==> config.mk <==
export PLATFORM = sky130hd
export DESIGN_NAME = complex_addsub_sequencer
export DESIGN_NICKNAME = d
export VERILOG_FILES = /design/src/rtl/complex_pkg.sv /design/src/rtl/addsub_tag_pipe.sv /design/src/rtl/complex_addsub_sequencer.sv
export SDC_FILE = /design/constraint.sdc
export NUM_CORES = 1
export LEC_CHECK = 0
export CORE_UTILIZATION = 57
export DETAILED_ROUTE_END_ITERATION = 8
export DONT_BUFFER_PORTS = 1
export GPL_TIMING_DRIVEN = 0
export PLACE_DENSITY_LB_ADDON = 0.25
export SLEW_MARGIN = 20
export SYNTH_ARGS = -nofsm -noshare
export SYNTH_HDL_FRONTEND = slang
export SYNTH_SLANG_ARGS = --single-unit
export TNS_END_PERCENT = 30
==> constraint.sdc <==
create_clock -name clk -period 6.02 [get_ports clk]
set_input_delay 0.602 -clock clk [delete_from_list [all_inputs] [get_ports clk]]
set_output_delay 0.602 -clock clk [all_outputs]
set_load 0.01 [all_outputs]
==> src/rtl/complex_pkg.sv <==
// rtl/complex_pkg.sv - shared types and constants for the complex add/sub sequencer
package complex_pkg;

    typedef enum logic [1:0] {
        IDLE     = 2'd0,
        ISSUE_IM = 2'd1,
        WAIT     = 2'd2,
        HOLD     = 2'd3
    } seq_state_t;

    localparam logic TAG_RE = 1'b0;
    localparam logic TAG_IM = 1'b1;

    localparam logic OP_ADD = 1'b0;
    localparam logic OP_SUB = 1'b1;

    typedef struct packed {
        logic valid;
        logic tag;
    } tag_entry_t;

endpackage

==> src/rtl/addsub_tag_pipe.sv <==
// rtl/addsub_tag_pipe.sv - valid+tag shift register aligned with the adder pipeline
module addsub_tag_pipe
    import complex_pkg::*;
#(
    parameter int DEPTH = 3
) (
    input  logic clk,
    input  logic rst,
    input  logic push_valid,
    input  logic push_tag,
    output logic pop_valid,
    output logic pop_tag
);

    tag_entry_t stage [DEPTH];

    // Shift every cycle; stage DEPTH-1 lines up with the adder result of the same operands.
    always_ff @(posedge clk or posedge rst) begin
        if (rst) begin
            for (int i = 0; i < DEPTH; i++) begin
                stage[i] <= '0;
            end
        end else begin
            stage[0] <= tag_entry_t'{valid: push_valid, tag: push_tag};
            for (int i = 1; i < DEPTH; i++) begin
                stage[i] <= stage[i-1];
            end
        end
    end

    assign pop_valid = stage[DEPTH-1].valid;
    assign pop_tag   = stage[DEPTH-1].tag;

endmodule

==> src/rtl/complex_addsub_sequencer.sv <==
// rtl/complex_addsub_sequencer.sv - time-multiplexes a complex add/sub onto one float adder
module complex_addsub_sequencer
    import complex_pkg::*;
#(
    parameter int DATA_W      = 32,
    parameter int ADD_LATENCY = 3
) (
    input  logic              clk,
    input  logic              rst,
    input  logic              in_valid,
    output logic              in_ready,
    input  logic              in_op,
    input  logic [DATA_W-1:0] a_re,
    input  logic [DATA_W-1:0] a_im,
    input  logic [DATA_W-1:0] b_re,
    input  logic [DATA_W-1:0] b_im,
    output logic [DATA_W-1:0] add_a,
    output logic [DATA_W-1:0] add_b,
    output logic              add_op,
    output logic              add_ce,
    input  logic [DATA_W-1:0] add_result,
    output logic              out_valid,
    input  logic              out_ready,
    output logic [DATA_W-1:0] res_re,
    output logic [DATA_W-1:0] res_im
);

    seq_state_t        state;
    seq_state_t        state_nxt;
    logic [DATA_W-1:0] im_a;
    logic [DATA_W-1:0] im_b;
    logic              load_re;
    logic              load_im;
    logic              push_valid;
    logic              push_tag;
    logic              pop_valid;
    logic              pop_tag;
    logic              cap_re;
    logic              cap_im;

    // The adder only runs outside reset, so stale pipeline contents freeze while rst is high.
    assign add_ce    = ~rst;
    assign in_ready  = (state == IDLE) && !rst;
    assign out_valid = (state == HOLD);

    // A tag leaving the pipe means add_result belongs to that part in this cycle.
    assign cap_re = pop_valid && (pop_tag == TAG_RE);
    assign cap_im = pop_valid && (pop_tag == TAG_IM);

    addsub_tag_pipe #(
        .DEPTH (ADD_LATENCY)
    ) u_tag_pipe (
        .clk        (clk),
        .rst        (rst),
        .push_valid (push_valid),
        .push_tag   (push_tag),
        .pop_valid  (pop_valid),
        .pop_tag    (pop_tag)
    );

    // FSM state register.
    always_ff @(posedge clk or posedge rst) begin
        if (rst) begin
            state <= IDLE;
        end else begin
            state <= state_nxt;
        end
    end

    // Next state and per-cycle issue controls.
    always_comb begin
        state_nxt  = state;
        load_re    = 1'b0;
        load_im    = 1'b0;
        push_valid = 1'b0;
        push_tag   = TAG_RE;
        case (state)
            IDLE: begin
                if (in_valid) begin
                    load_re    = 1'b1;
                    push_valid = 1'b1;
                    push_tag   = TAG_RE;
                    state_nxt  = ISSUE_IM;
                end
            end
            ISSUE_IM: begin
                load_im    = 1'b1;
                push_valid = 1'b1;
                push_tag   = TAG_IM;
                state_nxt  = WAIT;
            end
            WAIT: begin
                if (cap_im) begin
                    state_nxt = HOLD;
                end
            end
            HOLD: begin
                if (out_ready) begin
                    state_nxt = IDLE;
                end
            end
            default: state_nxt = IDLE;
        endcase
    end

    // Operand staging towards the adder and result capture from it.
    always_ff @(posedge clk or posedge rst) begin
        if (rst) begin
            add_a  <= '0;
            add_b  <= '0;
            add_op <= OP_ADD;
            im_a   <= '0;
            im_b   <= '0;
            res_re <= '0;
            res_im <= '0;
        end else begin
            if (load_re) begin
                add_a  <= a_re;
                add_b  <= b_re;
                add_op <= in_op;
                im_a   <= a_im;
                im_b   <= b_im;
            end
            if (load_im) begin
                add_a <= im_a;
                add_b <= im_b;
            end
            if (cap_re) begin
                res_re <= add_result;
            end
            if (cap_im) begin
                res_im <= add_result;
            end
        end
    end

endmodule

* Yosys cells after proc, flatten, opt, wreduce, memory -nomap -nowiden
Index checks and enable logic that the tools add are counted. Widths: inputs -> output; s select.
Operators by class: eq/ne operators 6, muxes and demuxes 12, bitwise operators 2, reductions and logical operators 7
Operators by type and width (number):
- $mux 32 | 4
- $pmux 2 s4 | 1
- $mux 2 | 3
- $eq 2x2->1 const B | 2
- $ne 2x2->1 const B | 2
- $logic_and 1x1->1 | 3
- $mux 1 | 3
- $reduce_and 3->1 | 1
- $eq 2x1->1 const B | 1
- $logic_not 2->1 | 1
- $ne 2x1->1 const B | 1
- $not 1->1 | 2
- $pmux 1 s2 | 1
- $reduce_bool 2->1 | 1
- $logic_not 1->1 | 1
Storage, ports and cells: register bits after elaboration 201, input port bits 165, output and inout port bits 132

* Depth between registers and ports, before layout
Gate-level depths: netlist (run 1).
word-level depth 4, mapped depth 7

* By module
Synthesis (run 1) repeated with hierarchy kept, for this count alone.
Second synthesis, totals: cell total of the unflattened synthesis 575, area, all modules 8055.2 um2
By module, submodules not included:
- complex_addsub_sequencer | times used 1, cells an instance 568, area an instance 7901.3 um2
- addsub_tag_pipe | times used 1, cells an instance 7, area an instance 153.9 um2

* Least setup slack after synthesis (run 1)
Ideal clock, no wire load.
path kind input port to output port, start point input port rst, end point output port add_ce, data arrival time 4.786 ns, slack 0.632 ns, cell stages on the path 1, path buffers 0, cell sequence inv_1
Between the ends: cells in the longest elaborated chain, start to end 1
Ends and longest elaborated chain:
- start: declaration | line complex_addsub_sequencer.sv:9 | input logic rst,
- $not 1->1 | line complex_addsub_sequencer.sv:42 | assign add_ce = ~rst;
- end: declaration | line complex_addsub_sequencer.sv:20 | output logic add_ce,
Every way passes these cells.

* Final worst setup path (run 1)
start point register state[1], end point output port in_ready
Between the ends: cells in the longest elaborated chain, start to end 2
Ends and longest elaborated chain:
- start: declaration | line complex_addsub_sequencer.sv:28 | seq_state_t state;
- start signal: assignment | line complex_addsub_sequencer.sv:66 | state <= state_nxt;
- $logic_not 2->1 | line complex_addsub_sequencer.sv:43 | assign in_ready = (state == IDLE) && !rst;
- $logic_and 1x1->1 | line complex_addsub_sequencer.sv:43
- end: declaration | line complex_addsub_sequencer.sv:11 | output logic in_ready,
Every way passes these cells.

==> results of run 1 <==
## cells in the mapped netlist
| cell | instances |
|---|---|
| inv_1 | 4 |
| nand2_1 | 64 |
| clkbuf_1 | 12 |
| o21ai_0 | 64 |
| dfrtp_1 | 201 |
| mux2i_1 | 64 |
| nand2_2 | 2 |
| mux2_2 | 93 |
| clkbuf_2 | 1 |
| buf_4 | 5 |
| buf_6 | 10 |
| mux2_1 | 37 |
| ha_1 | 4 |
| nand2b_1 | 2 |
| nor2b_1 | 2 |
| buf_2 | 7 |
| o32a_1 | 1 |
| a221oi_1 | 1 |
## cell usage in the layout (no fill, tap or decap), types with 3 or more instances in the layout
cell,n
mux2_1,37
buf_12,5
mux2_2,93
clkinv_2,3
buf_4,5
buf_2,7
nand2_1,64
mux2i_1,64
o21ai_0,64
buf_6,10
diode_2,4
inv_1,3
clkbuf_1,17
clkbuf_8,4
ha_1,4
dfrtp_1,201
clkbuf_16,21
## area by class of cell
| cell class | count | area (sq um) |
|---|---|---|
| multi-input cells | 334 | 2770 |
| repair buffers | 6 | 128 |
| plain buffers | 35 | 235 |
| well taps | 180 | 225 |
| flip-flops and latches | 201 | 5030 |
| diodes | 4 | 10.0 |
| inverters | 4 | 18.8 |
| clock inverters | 7 | 91.3 |
| fillers | 1047 | 4720 |
| clock buffers | 30 | 599 |
## through the flow
step	setup slack, ns	cells	hold slack [ns]
final	3.92	801	0.0245
after CTS	3.91	797	0.0196
after floorplan	2.36	574	0.331
after global routing	3.84	799	0.0282
after detailed placement	4.10	760	0.336
after global placement	1.69	754	0.334
## layer usage
metal / up-vias / routed length [microns] / share of wire, %
met3: 51 / 1890 / 11
li1: 2053 / - / -
met5: - / 21 / 0.12
met4: 4 / 612 / 3.5
met2: 213 / 9040 / 51
met1: 2353 / 6120 / 35
## sequential cells by signal, indices dropped and copies added, names as in the netlist, 2 cells and up
| name | flops |
|---|---|
| add_a | 32 |
| add_b | 32 |
| im_a | 32 |
| im_b | 32 |
| res_im | 32 |
| res_re | 32 |
| u_tag_pipe.stage | 4 |
| state | 2 |
## critical path, stage by stage (launching register included)
cell and delay (ns):
dfrtp_1 0.42, inv_1 0.10, ha_1 0.26, nor2b_1 0.25
## where the power goes
group | internal (mW) | switching, mW | leakage [nW]
logic | 0.757 | 0.677 | 1.52
clock network | 0.779 | 0.503 | 0.338
registers | 2.05 | 0.671 | 2.40
total | 3.59 | 1.85 | 4.26
## worst max path at each step
| stage | from | endpoint | slack (ns) | depth (start not counted) |
|---|---|---|---|---|
| final | state[1] | in_ready | 3.92 | 3 |
| after detailed placement | state[1] | add_b[4] | 4.10 | 7 |
| after global routing | state[0] | in_ready | 3.84 | 3 |
| after floorplan | rst | add_ce | 2.36 | 1 |
| after global placement | rst | add_ce | 1.69 | 1 |
| after CTS | state[1] | in_ready | 3.91 | 3 |
## kinds of logic (layout without fill, tap and decap cells)
group | Yosys count | count (layout)
AO/OA/AOI/OAI | 66 | 66
flip-flops | 201 | 201
multiplexers | 194 | 194
AND/OR/NAND/NOR | 70 | 70
adder cells (fa/ha/maj) | 4 | 4
other | 0 | 4
buffers and inverters | 39 | 82
==> flow_summary.yaml, run 1 <==
run_status:
  status: "finished, final reports clean"
sta:
  tns_ns: 0
  grt_setup_unrepaired: "no"
  tightest_slew_ns: 0.495
  clock_skew_ns: 0.00598
  maxSlewHeadroom_pct: 66.9
  final.period_utilization_pct: 34.9
  drv_slew: 0
  clock.fmax_mhz: 476
  finalSetupViolCount: 0
  min_period_ns: 2.10
  hold_viol: 0
grt:
  antenna_found_initial: 6
  grt_max_degree: 38
  gr-usage-met1_pct: 26.8
  grt_usage_pct: 24.1
  grt-busiest-layer: "met2"
  grt_use_met3_pct: 9.21
  grt_pass1_vias: 5003
  grt_util_met2_pct: 41.4
  overflow: 0
  grt_pass1_wl_mm: 27.0
setup_path:
  start_kind: "register"
  rr_startpoint: "state[1]"
  r2r_end: "add_b[4]"
  r2r_cells: 7
  r2r_setup_slack_ns: 4.12
  path_max_fanout: 4
  crit_type: "reg -> out"
  critPathRequiredTime_ns: 5.42
  arrival_ns: 1.50
  worstSetupEndpointType: "output pin"
power:
  cellLeakagePower_nw: 4.26
  ir_drop_mv: 0.310
  finalPower_mw: 5.44
  power.density_nw_per_um2: 597
finish:
  drive_gt1_share_pct: 25.4
  post-route-util_pct: 65.9
  final_area_sq_um: 9110
  final_nets: 772
  syn_to_final_growth_pct: 13.1
clock_tree:
  cts_root_buffer: "clkbuf_16"
  post_cts_buffers: 0
  htreeDepth: 1
  clk_pin_slew_ns: 0.06
  cts.path.max_buffers: 3
  numCtsBuffers: 21
  cts.sinks: 201
  cts.hold.buffers_added: 0
  cts_tree: "yes"
  ctsResizeCount: 0
  clock_latency_ns: 0.48
synth:
  synth_compound_area_share_pct: 4.21
  synth_cells: 574
  synth_seq_cells: 201
  syn_nets: 743
  synth_top_family_by_area: "multiplexers"
  synth_top_area_cell: "dfrtp_1"
  ys_top_cells_by_area: "dfrtp_1 62%, mux2_2 13%, mux2i_1 8.0%, mux2_1 5.2%, o21ai_0 4.0%"
  synthSimpleGateAreaFrac_pct: 3.45
  synth_mux_area_share_pct: 26.1
  synth-adder-area-share_pct: 0.622
  syn_area_sq_um: 8050
  ys_types: 18
  synth-seq-area-share_pct: 62.5
  synth_top_area_share_pct: 62.5
  synth_area_per_cell_sq_um: 14.0
  yosysWarnings: 0
  synth_xor_area_share_pct: 0
placement:
  gp_congestion: 0.833
  dp_hpwl_mm: 13.2
  numPortBuffers: 0
  placed_area_sq_um: 8410
die:
  coreArea_sq_um: 13800
  dieArea_sq_um: 14600
  start_util_pct: 58.2
  chipHeight_microns: 121
  dieWidth_microns: 121
  top_level_ports: 297
  rows: 43
drt:
  drc: 0
  via_per_inst: 5.84
  drtIter0Drc: 217
  ant_nets: 0
  vias: 4674
  drt-wirelength-per-cell_microns: 22.1
  drt_first_pass_iters: 6
  routed_wirelength_mm: 17.7
min_path:
  min_path_type: "in -> async"
run:
  maxCapViolCount: 0
No activity file was read; power rests on OpenSTA's default activity.
==> inputs of run 2 (changes only) <==
- clock period: 6.02 -> 1.8 ns (I/O delays scaled with it)
==> run 2 against run 1 <==
  * The flow now stops in clock tree synthesis
  * Synthesized cell count unchanged
  * Area after synthesis stayed put
==> flow_summary.yaml, run 2 <==
clock_tree:
  cts.sinks: 201
  cts_root_buffer: "clkbuf_16"
  numCtsBuffers: 21
  ctsResizeCount: 2
  cts.path.max_buffers: 3
  cts.hold.buffers_added: 160
  htreeDepth: 1
  post_cts_buffers: 0
synth:
  yosysMostFrequentCell: "dfrtp_1"
  syn_nets: 743
  yosysWarnings: 0
  synth-edff-count: 0
  synth_area_per_cell_sq_um: 14.0
  synth_cells: 574
  async_flop_share_pct: 100
  ys_types: 18
  synth-seq-area-share_pct: 62.5
  synth_top_area_cell: "dfrtp_1"
  ys_top_cells_by_count: "201 x dfrtp_1, 93 x mux2_2, 64 x mux2i_1, 64 x nand2_1, 64 x o21ai_0"
  ys.flop_type: "dfrtp_1"
  ys_top_cells_by_area: "dfrtp_1 62%, mux2_2 13%, mux2i_1 8.0%, mux2_1 5.2%, o21ai_0 4.0%"
  synth_top_area_share_pct: 62.5
  syn_area_sq_um: 8050
  synth_seq_cells: 201
placement:
  numPortBuffers: 0
  place_ws_ns: -0.122
  gp_congestion: 0.833
  dp_hpwl_mm: 13.2
die:
  dieWidth_microns: 121
  start_util_pct: 58.2
  rows: 43
  top_level_ports: 297
  chipHeight_microns: 121
run_status:
  status: "did not finish"
  failed_stage: "clock tree synthesis"
  firstError: "[ERROR RSZ-0060] Max buffer count reached."
## run 2: cells by family after synthesis
group	count (synthesis)	share of synthesized area, %
simple gates	70	3.45
flops	201	62.5
mux	194	26.1
buf+inv	39	3.11
compound gates	66	4.21
fa+ha+maj	4	0.622
## run 2: stage by stage
stage	cell area, sq um	setup TNS (ns)	cells
2_1_floorplan	8060	-206.21	574
3_5_place_dp	8410	-0.835	760
3_3_place_gp	8280	-366.22	754
==> inputs of run 3 (changes only) <==
- CORE_UTILIZATION: 57 -> 40
- PLACE_DENSITY_LB_ADDON: 0.25 -> 0.15
- clock period: 1.8 -> 2.3 ns (I/O delays scaled with it)
==> run 3 against run 2 <==
  * The flow now finishes without violations
==> flow_summary.yaml, run 3 (same netlist as run 1, synthesis figures left out) <==
run_status:
  status: "finished, final reports clean"
drt:
  ant_nets: 0
  via_per_inst: 5.01
  drtIter0Drc: 92
  drc: 0
  routed_wirelength_mm: 19.3
  vias: 5237
  drt_first_pass_iters: 4
  drt-wirelength-per-cell_microns: 18.5
finish:
  register_area_sq_um: 5030
  final_nets: 936
  drive_gt1_share_pct: 20.1
  fillCellCount: 1603
  layout_commonest_cell: "dfrtp_1"
  syn_to_final_growth_pct: 34.6
  final_cell_mix: "201 x dfrtp_1, 162 x dlygate4sd3_1, 93 x mux2_2"
  antennaDiodeCount: 0
  post-route-util_pct: 55.3
  multiInputGateArea_sq_um: 2770
sta:
  maxSlewHeadroom_pct: 60.4
  clock_skew_ns: 0.0172
  min_period_ns: 2.08
  finalSetupViolCount: 0
  hold_viol: 0
  clock.fmax_mhz: 481
  final.period_utilization_pct: 90.3
  drv_slew: 0
  grt_setup_unrepaired: "no"
  tightest_slew_ns: 0.594
clock_tree:
  ctsResizeCount: 0
  post_cts_buffers: 0
  clock_latency_ns: 0.49
  cts.path.max_buffers: 3
  cts_root_buffer: "clkbuf_16"
  cts_tree: "yes"
  numCtsBuffers: 23
  cts.sinks: 201
  htreeDepth: 1
  clk_pin_slew_ns: 0.06
  cts.hold.buffers_added: 162
placement:
  gp_congestion: 0.759
  dp_hpwl_mm: 13.7
  numPortBuffers: 0
die:
  rows: 51
  dieWidth_microns: 144
  start_util_pct: 41.1
  coreArea_sq_um: 19600
  chipHeight_microns: 144
  dieArea_sq_um: 20700
  top_level_ports: 297
setup_path:
  cp.depth: 5
  max_stage_delay_ns: 0.58
  r2r_cells: 7
  arrival_ns: 1.85
  crit_type: "in -> out"
  critPathRequiredTime_ns: 2.07
  crit_buf_inv: 5
  start_kind: "primary input"
  rr_startpoint: "state[1]"
  cp_common_cell: "buf_12"
  path_delay_family: "buffers and inverters"
  worstSetupEndpointType: "output pin"
  r2r_setup_slack_ns: 0.43
  cp-endpoint: "add_ce"
  critPathSlowestCell: "dlygate4sd3_1"
  startpoint: "rst"
  cp_cell_sequence: "dlygate4sd3_1 -> clkinvlp_4 -> buf_12 -> buf_12 -> buf_12"
  r2r_end: "add_b[5]"
  path_max_fanout: 38
power:
  finalPower_mw: 14.6
  power.density_nw_per_um2: 1340
  ir_drop_mv: 0.769
  cellLeakagePower_nw: 4.95
run:
  maxCapViolCount: 0
min_path:
  min_path_type: "in -> reg"
grt:
  grt_pass1_vias: 5765
  overflow: 0
  antenna_found_initial: 0
  grt_usage_pct: 18.4
  grt_max_degree: 39
  grt_pass1_wl_mm: 29.6
[run 3: cell type report]
| class | count | area share, % |
|---|---|---|
| plain buffers | 35 | 2.17 |
| inverters | 4 | 0.173 |
| well taps | 265 | 3.06 |
| clock inverters | 4 | 0.416 |
| repair buffers | 168 | 16.1 |
| clock buffers | 34 | 6.15 |
| flip-flops and latches | 201 | 46.4 |
| multi-input cells | 334 | 25.6 |
[run 3: layer usage]
| metal | routed length [microns] | GRT usage [%] | vias to the layer above |
|---|---|---|---|
| met2 | 9740 | 32.5 | 217 |
| li1 | - | - | 2378 |
| met4 | 368 | 5.32 | 0 |
| met3 | 1820 | 5.93 | 30 |
| met1 | 7420 | 21.2 | 2612 |
| met5 | 0 | 0 | - |
[run 3: per-stage QoR]
stage / hold slack [ns] / cell area (sq um) / instances / setup slack [ns] / setup TNS, ns
2_1_floorplan: 0.331 / 8060 / 574 / -0.618 / -115.36
3_3_place_gp: 0.335 / 8390 / 839 / -1.51 / -302.60
3_5_place_dp: 0.0884 / 8510 / 845 / 0.415 / 0
4_1_cts: 0.0429 / 10800 / 1045 / 0.167 / 0
5_1_grt: 0.0585 / 10800 / 1045 / 0.0748 / 0
6_report: 0.0708 / 10800 / 1045 / 0.222 / 0
[run 3: where the power goes]
group          total (mW)  switching (mW)  leakage [nW]  internal [mW]
combinational        4.01            1.85          2.19           2.16
sequential           7.11            1.74          2.40           5.37
clock                3.45            1.35         0.352           2.10
total                14.6            4.95          4.95           9.62
[run 3: worst min path at each step]
stage                   startpoint                 end  slack (ns)  depth (start not counted)
2_1_floorplan  u_tag_pipe.stage[2]  u_tag_pipe.pop_tag        0.33                          0
3_3_place_gp   u_tag_pipe.stage[2]  u_tag_pipe.pop_tag        0.33                          0
3_5_place_dp                   rst           res_re[6]        0.09                          1
4_1_cts                  out_ready            state[0]        0.04                          2
5_1_grt                  out_ready            state[0]        0.06                          2
6_report                 out_ready            state[0]        0.07                          2
==> inputs of run 4 (changes only) <==
- clock period: 2.3 -> 1.8 ns (I/O delays scaled with it)
==> run 4 against run 3 <==
  * Clock skew fell by 0.0015 ns
  * Clock-buffer cell count unchanged
  * Clock power increased by 28%
  * Sequential share of layout area shrank 0.76 points
  * Via count rose by 1.1%
  * Final cell count rose by 0.86%
  * Critical path type unchanged
  * Sequential cell count unchanged
  * Sequential power grew 28%
  * Design area is 1.7% higher
==> flow_summary.yaml, run 4 (same netlist as run 1, synthesis figures left out) <==
run_status:
  status: "finished, final reports clean"
clock_tree:
  clk_pin_slew_ns: 0.06
  clock_latency_ns: 0.49
  htreeDepth: 1
  numCtsBuffers: 23
  cts.sinks: 201
  cts_tree: "yes"
  cts_root_buffer: "clkbuf_16"
  cts.path.max_buffers: 3
power:
  p_seq_share_pct: 48.5
  p_comb_share_pct: 28.0
  p_switching_mw: 6.35
  clockPowerShare_pct: 23.5
  ir_drop_mv: 0.983
  power.density_nw_per_um2: 1700
  swShare_pct: 33.9
  internal-power_mw: 12.4
  cellLeakagePower_nw: 5.03
run:
  maxCapViolCount: 0
die:
  coreArea_sq_um: 19600
  dieWidth_microns: 144
  start_util_pct: 41.1
  rows: 51
  chipHeight_microns: 144
  dieArea_sq_um: 20700
  top_level_ports: 297
min_path:
  min_path_type: "in -> reg"
  min_path_cells: 3
setup_path:
  r2r_setup_slack_ns: 0.11
  cp_common_cell: "buf_12"
  critPathRequiredTime_ns: 1.62
  r2r_cells: 5
  worstSetupEndpointType: "output pin"
  max_stage_delay_ns: 0.65
  cp_cell_sequence: "clkinvlp_4 -> buf_12 -> dlygate4sd3_1 -> buf_12 -> buf_12"
  cp-endpoint: "add_ce"
  startpoint: "rst"
  start_kind: "primary input"
  path_max_fanout: 34
  crit_type: "in -> out"
  r2r_end: "add_b[14]"
  rr_startpoint: "state[1]"
  arrival_ns: 1.53
  critPathSlowestCell: "dlygate4sd3_1"
drt:
  ant_nets: 0
  drt-wirelength-per-cell_microns: 18.7
  vias: 5292
  drc: 0
  drt_first_pass_iters: 4
  routed_wirelength_mm: 19.7
  via_per_inst: 5.02
  drtIter0Drc: 103
grt:
  antenna_found_initial: 0
  grt_pass1_wl_mm: 30.0
  grt_usage_pct: 18.7
  overflow: 0
  grt_max_degree: 38
  grt_pass1_vias: 5809
sta:
  clock.fmax_mhz: 583
  final.period_utilization_pct: 95.2
  drv_slew: 0
  maxSlewHeadroom_pct: 61.0
  finalSetupViolCount: 0
  hold_viol: 0
  holdWs_ns: 0.0398
  clock_skew_ns: 0.0157
  grt_setup_unrepaired: "yes"
  tightest_slew_ns: 0.585
  setup_ws_ns: 0.0862
  min_period_ns: 1.71
placement:
  dp.cells: 845
  numPortBuffers: 0
  gp_congestion: 0.759
  place_ws_ns: -0.0854
  dp_hpwl_mm: 13.7
  placed_area_sq_um: 8510
finish:
  antennaDiodeCount: 0
  final_area_sq_um: 11000
  layout_commonest_cell: "dfrtp_1"
  drive_gt1_share_pct: 21.3
  final_nets: 945
  syn_to_final_growth_pct: 36.9
  final_cell_count_no_fill: 1054
  final_cell_mix: "201 x dfrtp_1, 166 x dlygate4sd3_1, 93 x mux2_2"
  fillCellCount: 1577
## run 4: cell types whose count changed in the layout (fill, tap and decap cells not counted), sizes merged
cell         delta
buf             +5
dlygate4sd3     +4
## run 4: critical path, delay by kind of cell
kind | cells | cell delay [ns]
buffers and inverters | 5 | 1.33
## run 4: routing by layer
| layer | vias to the layer above | GRT usage [%] | routed length [microns] |
|---|---|---|---|
| met5 | - | 0 | 0 |
| met4 | 0 | 5.10 | 344 |
| met3 | 28 | 5.90 | 1820 |
| met2 | 220 | 33.3 | 10000 |
| met1 | 2647 | 21.5 | 7490 |
| li1 | 2397 | - | - |
## run 4: per-stage QoR
step	total power, mW	utilization (%)	setup TNS, ns
after floorplan	12.5	-	-206.21
after global placement	13.7	42.8	-393.89
after detailed placement	14.0	43.4	-0.588
after CTS	18.9	56.1	0
after global routing	19.9	56.3	-0.0123
final	18.7	56.3	0
## run 4: cell type report
| cell class | count | area, sq um | area share, % |
|---|---|---|---|
| sequential | 201 | 5030 | 45.6 |
| tap | 265 | 332 | 3.01 |
| inverter | 4 | 18.8 | 0.170 |
| clock inverter | 4 | 45.0 | 0.409 |
| multi-input combinational | 334 | 2780 | 25.2 |
| buffer | 35 | 265 | 2.41 |
| timing repair buffer | 177 | 1880 | 17.1 |
| clock buffer | 34 | 667 | 6.05 |
## run 4: power by group through the flow
| stage | sequential [mW] | combinational [mW] | clock (mW) |
|---|---|---|---|
| after global routing | 9.38 | 5.82 | 4.72 |
| after CTS | 9.09 | 5.23 | 4.55 |
| final | 9.09 | 5.24 | 4.40 |
| after floorplan | 8.58 | 3.94 | 0 |
| after global placement | 9.08 | 4.61 | 0 |
| after detailed placement | 9.13 | 4.90 | 0 |
## run 4: what timing repair did
item,4_1_cts,5_1_grt
pin swaps,0,0
endpoints found under the setup margin,12,93
resized for setup,3,16
hold buffers,171,0
endpoints found under the hold margin,307,0
setup buffers,0,0
## run 4: worst min path at each step
| stage | startpoint | to | slack, ns |
|---|---|---|---|
| after floorplan | in_op | add_op | 0.31 |
| after global placement | b_im[31] | im_b[31] | 0.31 |
| after detailed placement | rst | res_re[6] | 0.04 |
| after CTS | in_valid | state[0] | 0.0001 |
| after global routing | in_valid | state[0] | 0.03 |
| final | in_valid | state[0] | 0.04 |
